==> config.mk <==
export PLATFORM = sky130hd
export DESIGN_NAME = alu_op_queue
export DESIGN_NICKNAME = d
export VERILOG_FILES = /design/src/rtl/alu_op_queue.sv
export SDC_FILE = /design/constraint.sdc
export NUM_CORES = 1
export LEC_CHECK = 0
export BUFFER_PORTS_ARGS = -buffer_cell sky130_fd_sc_hd__buf_2
export CORE_ASPECT_RATIO = 0.6
export CORE_MARGIN = 2
export CORE_UTILIZATION = 50
export DETAILED_ROUTE_END_ITERATION = 7
export GPL_TIMING_DRIVEN = 0
export PLACE_DENSITY = 0.73
export SYNTH_ARGS = -nofsm -noshare
export SYNTH_HDL_FRONTEND = slang
export SYNTH_SLANG_ARGS = --single-unit
==> constraint.sdc <==
create_clock -name clk -period 4.6 [get_ports clk]
set_input_delay 0.23 -clock clk [delete_from_list [all_inputs] [get_ports clk]]
set_output_delay 0.23 -clock clk [all_outputs]
set_load 0.02 [all_outputs]
==> src/rtl/alu_op_queue.sv <==
// Operand issue queue in front of the ALU: buffers {R, S, ctl_f, ctl_e} requests, issues
// them one per cycle from registered outputs and tracks when each ALU result becomes valid.
module alu_op_queue #(
    parameter int unsigned DEPTH   = 4,
    parameter int unsigned ALU_LAT = 1,
    parameter int unsigned W       = 24,
    localparam int unsigned LW     = $clog2(DEPTH + 1)
) (
    input  logic          clk,
    input  logic          rst,
    input  logic          in_valid,
    output logic          in_ready,
    input  logic [W-1:0]  in_R,
    input  logic [W-1:0]  in_S,
    input  logic          in_ctl_f,
    input  logic          in_ctl_e,
    input  logic          hold,
    input  logic          flush,
    output logic [W-1:0]  R,
    output logic [W-1:0]  S,
    output logic          ctl_f,
    output logic          ctl_e,
    output logic          issue_valid,
    output logic          res_valid,
    output logic [LW-1:0] level
);

    localparam int unsigned PW = $clog2(DEPTH);
    localparam int unsigned EW = 2 * W + 2;

    logic [EW-1:0]      mem_q [DEPTH];
    logic [EW-1:0]      mem_d [DEPTH];
    logic [PW-1:0]      wr_ptr_q, wr_ptr_d;
    logic [PW-1:0]      rd_ptr_q, rd_ptr_d;
    logic [LW-1:0]      level_q, level_d;
    logic [W-1:0]       r_q, r_d;
    logic [W-1:0]       s_q, s_d;
    logic               ctl_f_q, ctl_f_d;
    logic               ctl_e_q, ctl_e_d;
    logic               issue_valid_q, issue_valid_d;
    logic [ALU_LAT-1:0] res_pipe_q, res_pipe_d;

    logic          full, empty, push, pop;
    logic [W-1:0]  r_canon, s_canon;

    // -0 is folded to +0 so the ALU never sees a negative zero operand.
    always_comb begin
        r_canon = (in_R[W-2:0] == '0) ? '0 : in_R;
        s_canon = (in_S[W-2:0] == '0) ? '0 : in_S;
    end

    always_comb begin
        full     = (level_q == LW'(DEPTH));
        empty    = (level_q == '0);
        in_ready = rst && !full && !flush;
        push     = in_valid && in_ready;
        pop      = !empty && !hold && !flush;
    end

    always_comb begin
        mem_d         = mem_q;
        wr_ptr_d      = wr_ptr_q;
        rd_ptr_d      = rd_ptr_q;
        level_d       = level_q;
        r_d           = r_q;
        s_d           = s_q;
        ctl_f_d       = ctl_f_q;
        ctl_e_d       = ctl_e_q;
        issue_valid_d = 1'b0;
        res_pipe_d    = '0;

        if (flush) begin
            wr_ptr_d = '0;
            rd_ptr_d = '0;
            level_d  = '0;
        end else begin
            if (push) begin
                mem_d[wr_ptr_q] = {r_canon, s_canon, in_ctl_f, in_ctl_e};
                wr_ptr_d        = wr_ptr_q + PW'(1);
            end
            if (pop) begin
                {r_d, s_d, ctl_f_d, ctl_e_d} = mem_q[rd_ptr_q];
                rd_ptr_d                     = rd_ptr_q + PW'(1);
            end
            issue_valid_d = pop;
            if (push && !pop) begin
                level_d = level_q + LW'(1);
            end else if (pop && !push) begin
                level_d = level_q - LW'(1);
            end
            res_pipe_d[0] = issue_valid_q;
            for (int i = 1; i < int'(ALU_LAT); i++) begin
                res_pipe_d[i] = res_pipe_q[i-1];
            end
        end
    end

    always_ff @(posedge clk or negedge rst) begin
        if (!rst) begin
            for (int i = 0; i < int'(DEPTH); i++) begin
                mem_q[i] <= '0;
            end
            wr_ptr_q      <= '0;
            rd_ptr_q      <= '0;
            level_q       <= '0;
            r_q           <= '0;
            s_q           <= '0;
            ctl_f_q       <= 1'b0;
            ctl_e_q       <= 1'b0;
            issue_valid_q <= 1'b0;
            res_pipe_q    <= '0;
        end else begin
            mem_q         <= mem_d;
            wr_ptr_q      <= wr_ptr_d;
            rd_ptr_q      <= rd_ptr_d;
            level_q       <= level_d;
            r_q           <= r_d;
            s_q           <= s_d;
            ctl_f_q       <= ctl_f_d;
            ctl_e_q       <= ctl_e_d;
            issue_valid_q <= issue_valid_d;
            res_pipe_q    <= res_pipe_d;
        end
    end

    assign R           = r_q;
    assign S           = s_q;
    assign ctl_f       = ctl_f_q;
    assign ctl_e       = ctl_e_q;
    assign issue_valid = issue_valid_q;
    assign res_valid   = res_pipe_q[ALU_LAT-1];
    assign level       = level_q;

endmodule

* Word level (Yosys, flattened, before mapping)
Cells that the tools add are included.
** Operators by class
- Shift-type cells :: 0
- $add $sub $neg :: 4
- Eq/ne operators :: 1
- Divide/modulo/power cells :: 0
- $lt $le $gt $ge :: 3
- Reductions and logical operators :: 22
- Multiply operators :: 0
- Mux-type cells :: 17
- Bitwise logic cells :: 3
** Operators with widths (number)
- 200-bit bitwise mux :: 1
- 50-bit two-way mux :: 3
- 50-bit binary-select mux with 2-bit select :: 1
- 50-bit demux with 2-bit select :: 1
- 24-bit two-way mux :: 2
- 23-bit zero test :: 2
- 3-bit two-way mux :: 3
- 1-bit logical AND :: 8
- 2-bit two-way mux :: 4
- 3-bit >= comparator, second input constant :: 2
- 1-bit zero test :: 6
- 2-bit inverter with 3-bit output :: 2
- 2-bit by 1-bit adder with 2-bit output, second input constant :: 2
- 2-bit AND reduction :: 2
- 2-bit nonzero test :: 2
- 3-bit by 1-bit adder with 3-bit output, second input constant :: 1
- 3-bit equality test, second input constant :: 1
- 3-bit zero test :: 1
- 3-bit by 1-bit < comparator with 1-bit output, second input constant :: 1
- 3-bit nonzero test :: 1
- 3-bit by 1-bit subtractor with 3-bit output, second input constant :: 1
- 1-bit two-way mux :: 2
- 1-bit inverter :: 1
** Word-level totals
- Memory bits (read-only) :: 0
- Flip-flop bits (word level) :: 259
- Memories kept :: 0
- Output and inout port bits :: 56
- Bits in writable memories :: 0
- Bits in latches :: 0

* Longest topological paths before layout
Gate-level depths: netlist (run 1).
- Word-level depth :: 10
- Mapped depth :: 9
- Mapped depth without buffers :: 7

* Worst setup path after synthesis (run 1)
No wires, ideal clock.
- Path kind :: register -> register
- Start :: register level_q[2], in the netlist level[2]
- End :: register level_q[2], in the netlist level[2]
- Buffers on the path :: 2
- Cell stages (with the launch flop) :: 10
- Arrival :: 2289 ps
- Data required time :: 4518 ps
- Setup slack :: 2229 ps
- Clock period less this slack :: 2371 ps
- Setup time :: 82 ps
- Cells stage by stage :: dfrtp_1 nor3_1 or3_1 buf_2 buf_6 and2_1 fa_1 nor4b_1 a31oi_1 a31oi_1
** On the way
- Word-level cells in the longest chain between the ends :: 8
- Elaborated cells between the ends (all ways) :: 19
- Those cells by class :: 2 x add/sub; 1 x eq/ne; 3 x mux; 13 x reduce/logical
** Ends and longest elaborated chain
- start, declared :: line 35 : logic [LW-1:0] level_q, level_d;
- start signal, assigned :: line 116 : level_q <= level_d;
- branches (longest 8 deep; another with 3-bit by 1-bit subtractor with 3-bit output)
Parallel ways; which one is timed is not known. The select of a mux whose other input is x is not followed.
A chain may end at the register's enable or synchronous reset.

* Worst setup path after layout (run 1)
- Start :: input port rst
- End :: register level_q[2], in the netlist level[2]
** On the way
- Word-level cells in the longest chain between the ends :: 6
- Elaborated cells between the ends (all ways) :: 9
- Those cells by class :: 2 x mux; 7 x reduce/logical
** Ends and longest elaborated chain
- start, declared :: line 10 : input logic rst,
- 1-bit logical AND (*) (2 in series) :: line 55 : in_ready = rst && !full && !flush;
- 1-bit logical AND (*) :: line 56 : push = in_valid && in_ready;
- 1-bit logical AND / 1-bit zero test (equally long branches) :: line 86, 88
- 3-bit two-way mux / 1-bit logical AND (equally long branches) :: line 86, 88
- 3-bit two-way mux / 3-bit nonzero test (equally long branches)
Mark *: on every way between the ends. The rest lies on a longest branch, timed or not.

==> insert_results.sql, run 1 <==
INSERT INTO impl_metrics (metric_group, metric, value, unit) VALUES
('run_status', 'result_of_the_run', 'completed', ''),
('timing', 'min_period', '3.49', 'ns'),
('clock_network', 'clock_latency', '0.52', 'ns'),
('clock_network', 'number_of_cts_inserted_buffers', '25', ''),
('setup_path', 'critPathRequiredTime', '5.04', 'ns'),
('pwr', 'ir_drop', '0.000300', 'V'),
('clock_network', 'cts_num_sinks', '259', ''),
('die', 'die_h', '120', 'µm'),
('die', 'die_width', '198', 'µm'),
('synth', 'synth_cell_type_count', '31', ''),
('setup_path', 'timing.critical_path.slowest_cell_delay', '0.57', 'ns'),
('drt', 'vias_per_cell', '5.68', ''),
('cells_and_area', 'flow.area_growth_from_synthesis', '17.5', '%'),
('synth', 'synth_mux_area_share', '34.4', '%'),
('setup_path', 'startpoint_type', 'input pin', ''),
('synth', 'post_synth_fa_ha_maj_area_fraction', '0.623', '%'),
('hold_path', 'min-delay-path-class', 'input pin to register', ''),
('clock_network', 'cts_setup_buffers', '0', ''),
('global_routing', 'maximum_number_of_pins_on_one_net_before_global_route_repair', '111', ''),
('drt', 'detail_route.wl_per_cell', '21.3', 'µm'),
('clock_network', 'cts-resized-gates', '0', ''),
('cells_and_area', 'final_design_area_no_fill', '13200', 'µm²'),
('setup_path', 'critical_path_class', 'input pin to register', ''),
('global_routing', 'grt_pass1_wl', '39.2', 'mm'),
('cells_and_area', 'design.final.nets', '896', ''),
('drt', 'drt_pass1_iterations', '4', ''),
('synth', 'largest_family_of_logic_cells_by_synthesized_area', 'multiplexers', ''),
('setup_path', 'timing.critical_path.arrival', '3.93', 'ns'),
('synth', 'post_synth_xor_area_fraction', '0.233', '%'),
('global_routing', 'groute.usage.overall', '21.4', '%'),
('setup_path', 'cpMaxStageDelayCell', 'sky130_fd_sc_hd__dlygate4sd3_1', ''),
('timing', 'finalSetupTns', '0', 'ns'),
('timing', 'rsz0062_at_grt', 'false', ''),
('drt', 'dr.first_iter.drc_count', '220', ''),
('job', 'maxCapViolations', '0', ''),
('die', 'core.rowCount', '42', ''),
('global_routing', 'first_global_vias', '7148', ''),
('synth', 'ys_seq_elements', '259', ''),
('timing', 'setup_viol', '0', ''),
('synth', 'post_synth_and_or_nand_nor_area_fraction', '2.96', '%'),
('pwr', 'leakagePower', '6.17', 'nW'),
('timing', 'fmaxAchievable', '287', 'MHz'),
('timing', 'tightest_slew', '0.863', 'ns'),
('placed_design', 'instance_area_after_placement', '12200', 'µm²'),
('drt', 'route.final.wire_length', '24.3', 'mm'),
('synth', 'synthesized_netlist_cell_count', '676', ''),
('timing', 'finalHoldViolations', '0', ''),
('setup_path', 'worst_path_fanout_max', '110', ''),
('die', 'design.core.area', '22100', 'µm²'),
('clock_network', 'clk_transition_reported_paths', '0.06', 'ns'),
('die', 'start_util', '51.0', '%'),
('synth', 'compound_gate_fraction_of_synth_area', '0.823', '%'),
('clock_network', 'clockBufferDepth', '3', ''),
('global_routing', 'grt-ovfl-total', '0', ''),
('placed_design', 'detailedPlacementHpwl', '16.7', 'mm'),
('cells_and_area', 'layout.cells.most_common', 'sky130_fd_sc_hd__dfrtp_1', ''),
('clock_network', 'h-tree-depth', '1', ''),
('clock_network', 'clock_tree.root_cell', 'sky130_fd_sc_hd__clkbuf_16', ''),
('die', 'area_enclosed_by_the_die_boundary', '23800', 'µm²'),
('placed_design', 'final_wtd_congestion', '0.764', ''),
('synth', 'mean_instance_size_in_the_synthesized_netlist', '16.6', 'µm²'),
('setup_path', 'cp_cell_sequence', 'dlygate4sd3_1, buf_8, buf_16, buf_16, nand3b_1, a21oi_1, and2_1, fa_1, nor4b_1, o21ai_0, a31oi_1', ''),
('setup_path', 'timing.critical_path.to_type', 'register', ''),
('cells_and_area', 'final_cell_mix', 'sky130_fd_sc_hd__dfrtp_1 (259), sky130_fd_sc_hd__mux2_2 (229), sky130_fd_sc_hd__buf_2 (117), sky130_fd_sc_hd__mux4_2 (50), sky130_fd_sc_hd__buf_6 (26)', ''),
('die', 'ioPinCount', '111', ''),
('synth', 'synth_nets', '736', ''),
('synth', 'yosysWarnings', '0', ''),
('timing', 'finalMaxSlewViolations', '0', ''),
('drt', 'drcViolationCount', '0', ''),
('placed_design', 'buffer_ports.inserted', '110', ''),
('drt', 'postRouteAntennaNets', '0', '');
==> metal layers <==
metal  part of all wire (%)  vias up  GRT usage, %
li1                       -     2843             -
met1                     48     3476          31.3
met2                     47      123          34.5
met3                    4.1       32          3.68
met4                    1.4        0          3.95
met5                      0        -             0
==> cell type report <==
class                      instances  area, µm²
buffer                            41        359
inverter                           5       18.8
sequential                       259       6480
clock inverter                     6       62.6
clock buffer                      38        724
tap                              286        358
antenna                            1       2.50
timing repair buffer             133        826
multi-input combinational        371       4400
fill                            1698       8840
==> worst paths after layout <==
check,to,startpoint,slack [ns],cells past startpoint
min reg2reg,mem_q[97],mem_q[97],0.49,1
max reg2reg,level[2],level[2],1.98,9
min,mem_q[44],in_R[18],0.01,2
min in group asynchronous,mem_q[184],rst,0.22,2
max,level[2],rst,1.11,11
max in group asynchronous,mem_q[58],rst,3.02,4
==> kinds of logic (layout without fill, tap and decap cells) <==
logic type               count (synthesis)  after routing
adder cells (fa/ha/maj)                  5              5
XOR/XNOR                                 3              3
multiplexers                           294            294
AO/OA/AOI/OAI                           17             17
buffers and inverters                   46            223
flip-flops                             259            259
other                                    0              1
AND/OR/NAND/NOR                         52             52
==> state kept, by name, indices dropped and copies added (netlist names) <==
signal and cells:
mem_q 200, R 24, S 24, level 3, rd_ptr_q 2, wr_ptr_q 2, ctl_e 1, ctl_f 1
issue_valid 1, res_valid 1
==> report_power, final <==
part | total, mW | switching, mW | internal, mW
Sequential | 3.49 | 0.416 | 3.07
Clock | 1.99 | 0.846 | 1.14
Combinational | 2.52 | 1.13 | 1.39
==> critical path: cells and delay by family <==
family	cells	cell delay, ns
buf+inv	4	1.81
compound gates	3	0.79
fa+ha+maj	1	0.26
simple gates	3	0.68
==> per-stage QoR <==
step	std cells	util [%]	setup WS [ns]	total power [mW]
after CTS	1139	59.9	1.12	8.08
after detailed placement	1074	55.4	1.18	6.06
after floorplan	676	-	2.23	5.27
after global placement	1072	55.1	-1.84	5.90
after global routing	1139	59.9	0.731	8.43
final	1140	59.9	1.11	7.99
==> what timing repair did <==
action	4_1_cts	5_1_grt
endpoints found under the setup margin	0	0
hold endpoints to repair	109	0
hold buffers	21	0
==> cells in the mapped netlist <==
cell,instances,area (µm²)
sky130_fd_sc_hd__a21o_1,1,7.51
sky130_fd_sc_hd__a31oi_1,2,12.5
sky130_fd_sc_hd__mux2_2,229,2580
sky130_fd_sc_hd__ha_1,4,50.1
sky130_fd_sc_hd__nand2_1,11,41.3
sky130_fd_sc_hd__fa_1,1,20.0
sky130_fd_sc_hd__or3b_1,1,8.76
sky130_fd_sc_hd__dfrtp_1,259,6480
sky130_fd_sc_hd__or3_1,1,6.26
sky130_fd_sc_hd__inv_1,5,18.8
sky130_fd_sc_hd__and2_1,1,6.26
sky130_fd_sc_hd__mux2_1,15,169
sky130_fd_sc_hd__nor4_1,10,62.6
sky130_fd_sc_hd__clkbuf_1,7,26.3
sky130_fd_sc_hd__xnor2_1,2,17.5
sky130_fd_sc_hd__o31ai_1,1,7.51
sky130_fd_sc_hd__and3b_1,2,17.5
sky130_fd_sc_hd__nor3b_1,2,15.0
sky130_fd_sc_hd__mux4_2,50,1130
sky130_fd_sc_hd__nor3_1,5,25.0
sky130_fd_sc_hd__xor2_1,1,8.76
sky130_fd_sc_hd__nor2b_1,2,12.5
sky130_fd_sc_hd__nor2_1,8,30.0
sky130_fd_sc_hd__nor4b_1,2,17.5
sky130_fd_sc_hd__buf_2,8,40.0
sky130_fd_sc_hd__o21ai_0,12,60.1
sky130_fd_sc_hd__buf_6,26,293
sky130_fd_sc_hd__a21oi_1,1,5.00
sky130_fd_sc_hd__nand3b_1,1,7.51
sky130_fd_sc_hd__nand3_4,4,70.1
sky130_fd_sc_hd__nand4_1,2,12.5
Power figures use the tool's default switching activity.
==> run 2: changes to the inputs <==
==> constraint.sdc (replaced) <==
create_clock -name clk -period 3.3 [get_ports clk]
set_input_delay 0.165 -clock clk [delete_from_list [all_inputs] [get_ports clk]]
set_output_delay 0.165 -clock clk [all_outputs]
set_load 0.02 [all_outputs]
==> run 2 against run 1 <==
  * Highest routed layer unchanged
  * Sequential share of layout area is 1.2 points lower
  * Wire length is 1.9% higher
  * Sequential power is 40% higher
  * Final cell count is 2.5% higher
  * Count of clock-buffer cells in the layout stayed put
  * Combinational power is 41% higher
==> insert_results.sql, run 2 (synthesis results as in run 1) <==
INSERT INTO impl_metrics (metric_group, metric, value, unit) VALUES
('die', 'die_h', '120', 'µm'),
('clock_network', 'clk_transition_reported_paths', '0.06', 'ns'),
('setup_path', 'cp_cell_sequence', 'dlygate4sd3_1, buf_8, buf_16, buf_16, nand3b_1, a21oi_1, and2_1, fa_1, nor4b_1, o21ai_0, a31oi_1', ''),
('setup_path', 'critPathRequiredTime', '3.74', 'ns'),
('clock_network', 'cts_num_sinks', '259', ''),
('global_routing', 'groute.usage.overall', '21.6', '%'),
('global_routing', 'met3_use_gr', '3.46', '%'),
('drt', 'route.final.wire_length', '24.7', 'mm'),
('clock_network', 'clock_latency', '0.52', 'ns'),
('run_status', 'result_of_the_run', 'completed', ''),
('pwr', 'ir_drop', '0.000414', 'V'),
('global_routing', 'top_usage_layer', 'met2', ''),
('setup_path', 'reg2reg_to', 'level[2]', ''),
('drt', 'detail_route.wl_per_cell', '21.2', 'µm'),
('timing', 'tightest_slew', '0.847', 'ns'),
('placed_design', 'detailedPlacementHpwl', '16.7', 'mm'),
('job', 'maxCapViolations', '0', ''),
('global_routing', 'first_global_vias', '7248', ''),
('setup_path', 'timing.critical_path.to', 'level[2]', ''),
('timing', 'finalSetupTns', '0', 'ns'),
('setup_path', 'ff2ff_setup_slack', '0.67', 'ns'),
('clock_network', 'clockBufferDepth', '3', ''),
('global_routing', 'grtUsageMet1', '31.6', '%'),
('setup_path', 'critPathMostFrequentCell', 'sky130_fd_sc_hd__buf_16', ''),
('cells_and_area', 'design.final.nets', '926', ''),
('global_routing', 'grt-ovfl-total', '0', ''),
('cells_and_area', 'final_cell_mix', 'sky130_fd_sc_hd__dfrtp_1 (259), sky130_fd_sc_hd__mux2_2 (229), sky130_fd_sc_hd__buf_2 (117), sky130_fd_sc_hd__mux4_2 (50), sky130_fd_sc_hd__dlygate4sd3_1 (49)', ''),
('timing', 'min_period', '2.86', 'ns'),
('die', 'core.rowCount', '42', ''),
('timing', 'setup_viol', '0', ''),
('setup_path', 'crit_start', 'rst', ''),
('drt', 'dr.first_iter.drc_count', '233', ''),
('clock_network', 'h-tree-depth', '1', ''),
('timing', 'relSlewSlack', '43.5', '%'),
('setup_path', 'timing.critical_path.arrival', '3.30', 'ns'),
('placed_design', 'place_worst_setup_slack', '-0.0545', 'ns'),
('global_routing', 'grt_pass1_wl', '39.7', 'mm'),
('timing', 'skew', '0.00701', 'ns'),
('clock_network', 'number_of_cts_inserted_buffers', '25', ''),
('global_routing', 'number_of_antenna_violations_at_the_first_check_in_global_routing', '0', ''),
('hold_path', 'worst_hold_path.num_cells', '3', ''),
('setup_path', 'worst_path_fanout_max', '100', ''),
('timing', 'whs', '0.0555', 'ns'),
('cells_and_area', 'flow.area_growth_from_synthesis', '20.5', '%'),
('drt', 'routed-via-count', '6604', ''),
('drt', 'drcViolationCount', '0', ''),
('cells_and_area', 'layout.cells.most_common', 'sky130_fd_sc_hd__dfrtp_1', ''),
('die', 'start_util', '51.0', '%'),
('drt', 'vias_per_cell', '5.65', ''),
('setup_path', 'r2r-start', 'level[2]', ''),
('timing', 'finalMaxSlewViolations', '0', ''),
('pwr', 'powerDensity', '824', 'nW/µm²'),
('timing', 'fmaxAchievable', '349', 'MHz'),
('cells_and_area', 'number_of_flip_flops_under_the_largest_register_name', '200', ''),
('timing', 'final.setup.worst_slack', '0.436', 'ns'),
('timing', 'rsz0062_at_grt', 'false', ''),
('pwr', 'leakagePower', '6.31', 'nW'),
('setup_path', 'cpMaxStageDelayCell', 'sky130_fd_sc_hd__dlygate4sd3_1', ''),
('cells_and_area', 'registers.top_by_ff_count', 'mem_q', ''),
('hold_path', 'min-delay-path-class', 'input pin to register', ''),
('timing', 'finalHoldViolations', '0', ''),
('clock_network', 'cts_setup_buffers', '0', ''),
('setup_path', 'critical_path_class', 'input pin to register', ''),
('placed_design', 'final_wtd_congestion', '0.764', ''),
('clock_network', 'cts_tree', 'done', ''),
('clock_network', 'clock_tree.root_cell', 'sky130_fd_sc_hd__clkbuf_16', ''),
('drt', 'postRouteAntennaNets', '0', ''),
('cells_and_area', 'post_route_cells_drive_above_1_share', '52.9', '%'),
('drt', 'drt_pass1_iterations', '4', ''),
('setup_path', 'startpoint_type', 'input pin', ''),
('setup_path', 'timing.critical_path.to_type', 'register', ''),
('cells_and_area', 'nFillCells', '1667', ''),
('cells_and_area', 'antenna_fix_cells', '0', ''),
('clock_network', 'cts-resized-gates', '0', ''),
('setup_path', 'timing.critical_path.slowest_cell_delay', '0.56', 'ns'),
('die', 'design.core.area', '22100', 'µm²'),
('die', 'die_width', '198', 'µm'),
('die', 'ioPinCount', '111', ''),
('global_routing', 'grtUsageMet2', '35.0', '%'),
('global_routing', 'maximum_number_of_pins_on_one_net_before_global_route_repair', '111', ''),
('die', 'area_enclosed_by_the_die_boundary', '23800', 'µm²'),
('placed_design', 'buffer_ports.inserted', '110', ''),
('setup_path', 'r2r_cells', '9', ''),
('timing', 'timing.final.crit_share', '86.8', '%');
run 2: cell count changes in the layout (fill, tap and decap cells not counted):
cell	delta
sky130_fd_sc_hd__dlygate4sd3_1	+28
sky130_fd_sc_hd__buf_16	+1
sky130_fd_sc_hd__clkbuf_16	+1
sky130_fd_sc_hd__diode_2	-1
run 2: through the flow:
| stage | util [%] | instance area (µm²) | total power, mW | cells |
|---|---|---|---|---|
| after floorplan | - | 11300 | 7.35 | 676 |
| after global placement | 55.1 | 12200 | 8.22 | 1072 |
| after detailed placement | 55.4 | 12200 | 8.45 | 1074 |
| after CTS | 61.3 | 13500 | 11.3 | 1168 |
| after global routing | 61.4 | 13600 | 11.8 | 1169 |
| final | 61.4 | 13600 | 11.2 | 1169 |
run 2: critical path, delay by kind of cell:
| kind | cells | cell delay, ns |
|---|---|---|
| AND/OR/NAND/NOR | 3 | 0.64 |
| adder cells (fa/ha/maj) | 1 | 0.26 |
| buffers and inverters | 4 | 1.34 |
| AO/OA/AOI/OAI | 3 | 0.74 |
run 2: final cells by class:
class	count	area, µm²	area share (%)
clock inverters	6	62.6	0.461
well taps	286	358	2.64
clock buffers	38	724	5.34
flip-flops and latches	259	6480	47.8
repair buffers	163	1160	8.55
multi-input cells	371	4400	32.4
inverters	5	18.8	0.138
plain buffers	41	359	2.65
run 2: worst min-delay path by stage:
stage,start,to,slack (ns)
2_1_floorplan,rst,R[0],-0.13
3_3_place_gp,in_ctl_e,mem_q[100],0.42
3_5_place_dp,rst,R[7],0.11
4_1_cts,flush,level[1],0.04
5_1_grt,flush,level[1],0.06
6_report,flush,level[1],0.06
run 2: repair_timing:
item | CTS | global route
endpoints found under the hold margin | 246 | 0
hold buffers | 50 | 0
setup endpoints to repair | 0 | 1
run 2: where the power goes:
part / leakage [nW] / total (mW) / internal [mW] / switching (mW)
clock: 0.388 / 2.76 / 1.59 / 1.17
combinational: 2.60 / 3.55 / 1.97 / 1.58
sequential: 3.32 / 4.87 / 4.28 / 0.587
total: 6.31 / 11.2 / 7.83 / 3.34
run 2: per-layer routing:
metal | vias up | wire, µm
li1 | 2904 | -
met1 | 3543 | 11700
met2 | 125 | 11700
met3 | 32 | 1010
met4 | 0 | 323
met5 | - | 0
==> run 3: changes to the inputs <==
==> constraint.sdc (replaced) <==
create_clock -name clk -period 3.3 [get_ports clk]
set_input_delay 0.33 -clock clk [delete_from_list [all_inputs] [get_ports clk]]
set_output_delay 0.33 -clock clk [all_outputs]
set_load 0.02 [all_outputs]
==> run 3 against run 2 <==
  * Clock skew about the same
  * Power down 0.42%
  * Fmax grew 0.42%
  * Utilization down 2.1 points
  * Die area did not move
  * Critical path depth stayed put
  * Register-to-register slack got worse by 0.02 ns
  * Critical endpoint unchanged
  * Largest power group unchanged
  * Highest routed layer unchanged
==> insert_results.sql, run 3 (synthesis results as in run 1) <==
INSERT INTO impl_metrics (metric_group, metric, value, unit) VALUES
('timing', 'setup_viol', '0', ''),
('global_routing', 'grt-ovfl-total', '0', ''),
('setup_path', 'buffer_and_inverter_count_on_the_worst_path', '4', ''),
('drt', 'dr.first_iter.drc_count', '276', ''),
('global_routing', 'first_global_vias', '7084', ''),
('drt', 'drt_pass1_iterations', '4', ''),
('run_status', 'result_of_the_run', 'completed', ''),
('timing', 'finalHoldViolations', '0', ''),
('setup_path', 'critPathRequiredTime', '3.74', 'ns'),
('die', 'ioPinCount', '111', ''),
('timing', 'relSlewSlack', '44.7', '%'),
('clock_network', 'clk_transition_reported_paths', '0.06', 'ns'),
('timing', 'fmaxAchievable', '351', 'MHz'),
('placed_design', 'final_wtd_congestion', '0.764', ''),
('setup_path', 'cpMaxStageDelayCell', 'sky130_fd_sc_hd__dlygate4sd3_1', ''),
('setup_path', 'timing.critical_path.to_type', 'register', ''),
('setup_path', 'timing.critical_path.arrival', '3.29', 'ns'),
('die', 'core.rowCount', '42', ''),
('setup_path', 'timing.critical_path.slowest_cell_delay', '0.56', 'ns'),
('timing', 'skew', '0.00667', 'ns'),
('job', 'maxCapViolations', '0', ''),
('clock_network', 'cts_setup_buffers', '0', ''),
('pwr', 'post-layout-total-power', '11.1', 'mW'),
('clock_network', 'clock_latency', '0.52', 'ns'),
('die', 'start_util', '51.0', '%'),
('drt', 'vias_per_cell', '5.71', ''),
('drt', 'drcViolationCount', '0', ''),
('hold_path', 'hold_start', 'in_ctl_e', ''),
('die', 'area_enclosed_by_the_die_boundary', '23800', 'µm²'),
('timing', 'timing.final.crit_share', '86.4', '%'),
('setup_path', 'cp_cell_sequence', 'dlygate4sd3_1, buf_8, buf_16, buf_16, nand3b_1, a21oi_2, and2_1, fa_1, nor4b_1, o21ai_0, a31oi_1', ''),
('timing', 'min_period', '2.85', 'ns'),
('global_routing', 'number_of_antenna_violations_at_the_first_check_in_global_routing', '1', ''),
('cells_and_area', 'design.final.nets', '878', ''),
('placed_design', 'buffer_ports.inserted', '110', ''),
('cells_and_area', 'number_of_flip_flops_under_the_largest_register_name', '200', ''),
('pwr', 'ir_drop', '0.000417', 'V'),
('timing', 'tightest_slew', '0.829', 'ns'),
('die', 'die_width', '198', 'µm'),
('setup_path', 'reg2reg_to', 'level[2]', ''),
('timing', 'rsz0062_at_grt', 'false', ''),
('cells_and_area', 'multiInputGateArea', '4400', 'µm²'),
('clock_network', 'cts_tree', 'done', ''),
('cells_and_area', 'layout.cells.most_common', 'sky130_fd_sc_hd__dfrtp_1', ''),
('hold_path', 'min-delay-path-class', 'input pin to register', ''),
('clock_network', 'clockBufferDepth', '3', ''),
('drt', 'detail_route.wl_per_cell', '21.6', 'µm'),
('die', 'die_h', '120', 'µm'),
('setup_path', 'worst_path_dominant_cell_family', 'buffers and inverters', ''),
('cells_and_area', 'nFillCells', '1694', ''),
('cells_and_area', 'flow.area_growth_from_synthesis', '16.3', '%'),
('clock_network', 'h-tree-depth', '1', ''),
('setup_path', 'worst_path_fanout_max', '100', ''),
('timing', 'finalMaxSlewViolations', '0', ''),
('placed_design', 'instance_area_after_placement', '12200', 'µm²'),
('die', 'design.core.area', '22100', 'µm²'),
('pwr', 'leakagePower', '6.11', 'nW'),
('pwr', 'powerDensity', '851', 'nW/µm²'),
('drt', 'routed-via-count', '6406', ''),
('clock_network', 'clock_tree.root_cell', 'sky130_fd_sc_hd__clkbuf_16', ''),
('setup_path', 'ff2ff_setup_slack', '0.65', 'ns'),
('hold_path', 'worst_hold_path.num_cells', '2', ''),
('setup_path', 'r2r_cells', '9', ''),
('hold_path', 'whs_endpoint', 'mem_q[100]', ''),
('cells_and_area', 'seq_area', '6480', 'µm²'),
('cells_and_area', 'final_cell_mix', 'sky130_fd_sc_hd__dfrtp_1 (259), sky130_fd_sc_hd__mux2_2 (229), sky130_fd_sc_hd__buf_2 (117), sky130_fd_sc_hd__mux4_2 (50)', ''),
('global_routing', 'groute.usage.overall', '21.3', '%'),
('global_routing', 'maximum_number_of_pins_on_one_net_before_global_route_repair', '111', ''),
('drt', 'postRouteAntennaNets', '0', ''),
('drt', 'route.final.wire_length', '24.3', 'mm'),
('setup_path', 'critical_path_class', 'input pin to register', ''),
('clock_network', 'number_of_cts_inserted_buffers', '25', ''),
('cells_and_area', 'final_design_area_no_fill', '13100', 'µm²'),
('cells_and_area', 'registers.top_by_ff_count', 'mem_q', ''),
('setup_path', 'r2r-start', 'level[2]', ''),
('global_routing', 'grt_pass1_wl', '38.9', 'mm'),
('setup_path', 'critPathMostFrequentCell', 'sky130_fd_sc_hd__buf_16', ''),
('cells_and_area', 'post_route_cells_drive_above_1_share', '56.0', '%'),
('placed_design', 'detailedPlacementHpwl', '16.7', 'mm'),
('setup_path', 'startpoint_type', 'input pin', ''),
('clock_network', 'cts_num_sinks', '259', '');
[run 3: cell count changes in the layout (fill, tap and decap cells not counted)]
cell / change
sky130_fd_sc_hd__a21oi_1: -1
sky130_fd_sc_hd__a21oi_2: +1
sky130_fd_sc_hd__diode_2: +1
sky130_fd_sc_hd__dlygate4sd3_1: -48
[run 3: layer usage]
metal	routed length (µm)	vias up	track usage (%)
li1	-	2815	-
met1	11200	3431	31.0
met2	11400	130	34.3
met3	1250	30	3.77
met4	350	0	3.90
met5	0	-	0
[run 3: through the flow]
| stage | hold WS [ns] | std cells | setup TNS [ns] | util, % | setup WS (ns) |
|---|---|---|---|---|---|
| final | 0.0749 | 1122 | 0 | 59.3 | 0.448 |
| after global routing | 0.0710 | 1121 | 0 | 59.3 | 0.147 |
| after CTS | 0.0605 | 1120 | 0 | 59.1 | 0.0453 |
| after detailed placement | 0.272 | 1074 | -0.262 | 55.4 | -0.220 |
| after global placement | 0.462 | 1072 | -1162.33 | 55.1 | -3.24 |
| after floorplan | 0.0344 | 676 | 0 | - | 0.929 |
[run 3: worst max-delay path by stage]
stage,slack [ns],startpoint,endpoint,cells after the start
floorplan,0.93,level[2],level[2],9
global placement,-3.24,rst,level[2],8
detailed placement,-0.22,rst,level[2],10
CTS,0.05,rst,level[2],11
global route,0.15,rst,level[2],11
finish,0.45,rst,level[2],11
[run 3: report_power, final]
| group | internal, mW | switching, mW | total, mW | leakage [nW] |
|---|---|---|---|---|
| registers | 4.28 | 0.582 | 4.86 | 3.32 |
| clock network | 1.59 | 1.18 | 2.77 | 0.388 |
| logic | 1.93 | 1.57 | 3.50 | 2.40 |
[run 3: cell type report]
cell class | instances | share of cell area (%)
Tap cell | 286 | 2.74
Clock inverter | 6 | 0.478
Inverter | 5 | 0.143
Clock buffer | 38 | 5.54
Multi-Input combinational cell | 371 | 33.6
Antenna cell | 1 | 0.0191
Timing Repair Buffer | 115 | 5.18
Buffer | 41 | 2.74
Sequential cell | 259 | 49.5
[run 3: what timing repair did]
item	4_1_cts	5_1_grt
hold buffers	2	0
gates resized for setup	0	1
hold endpoints to repair	54	0
endpoints found under the setup margin	0	2
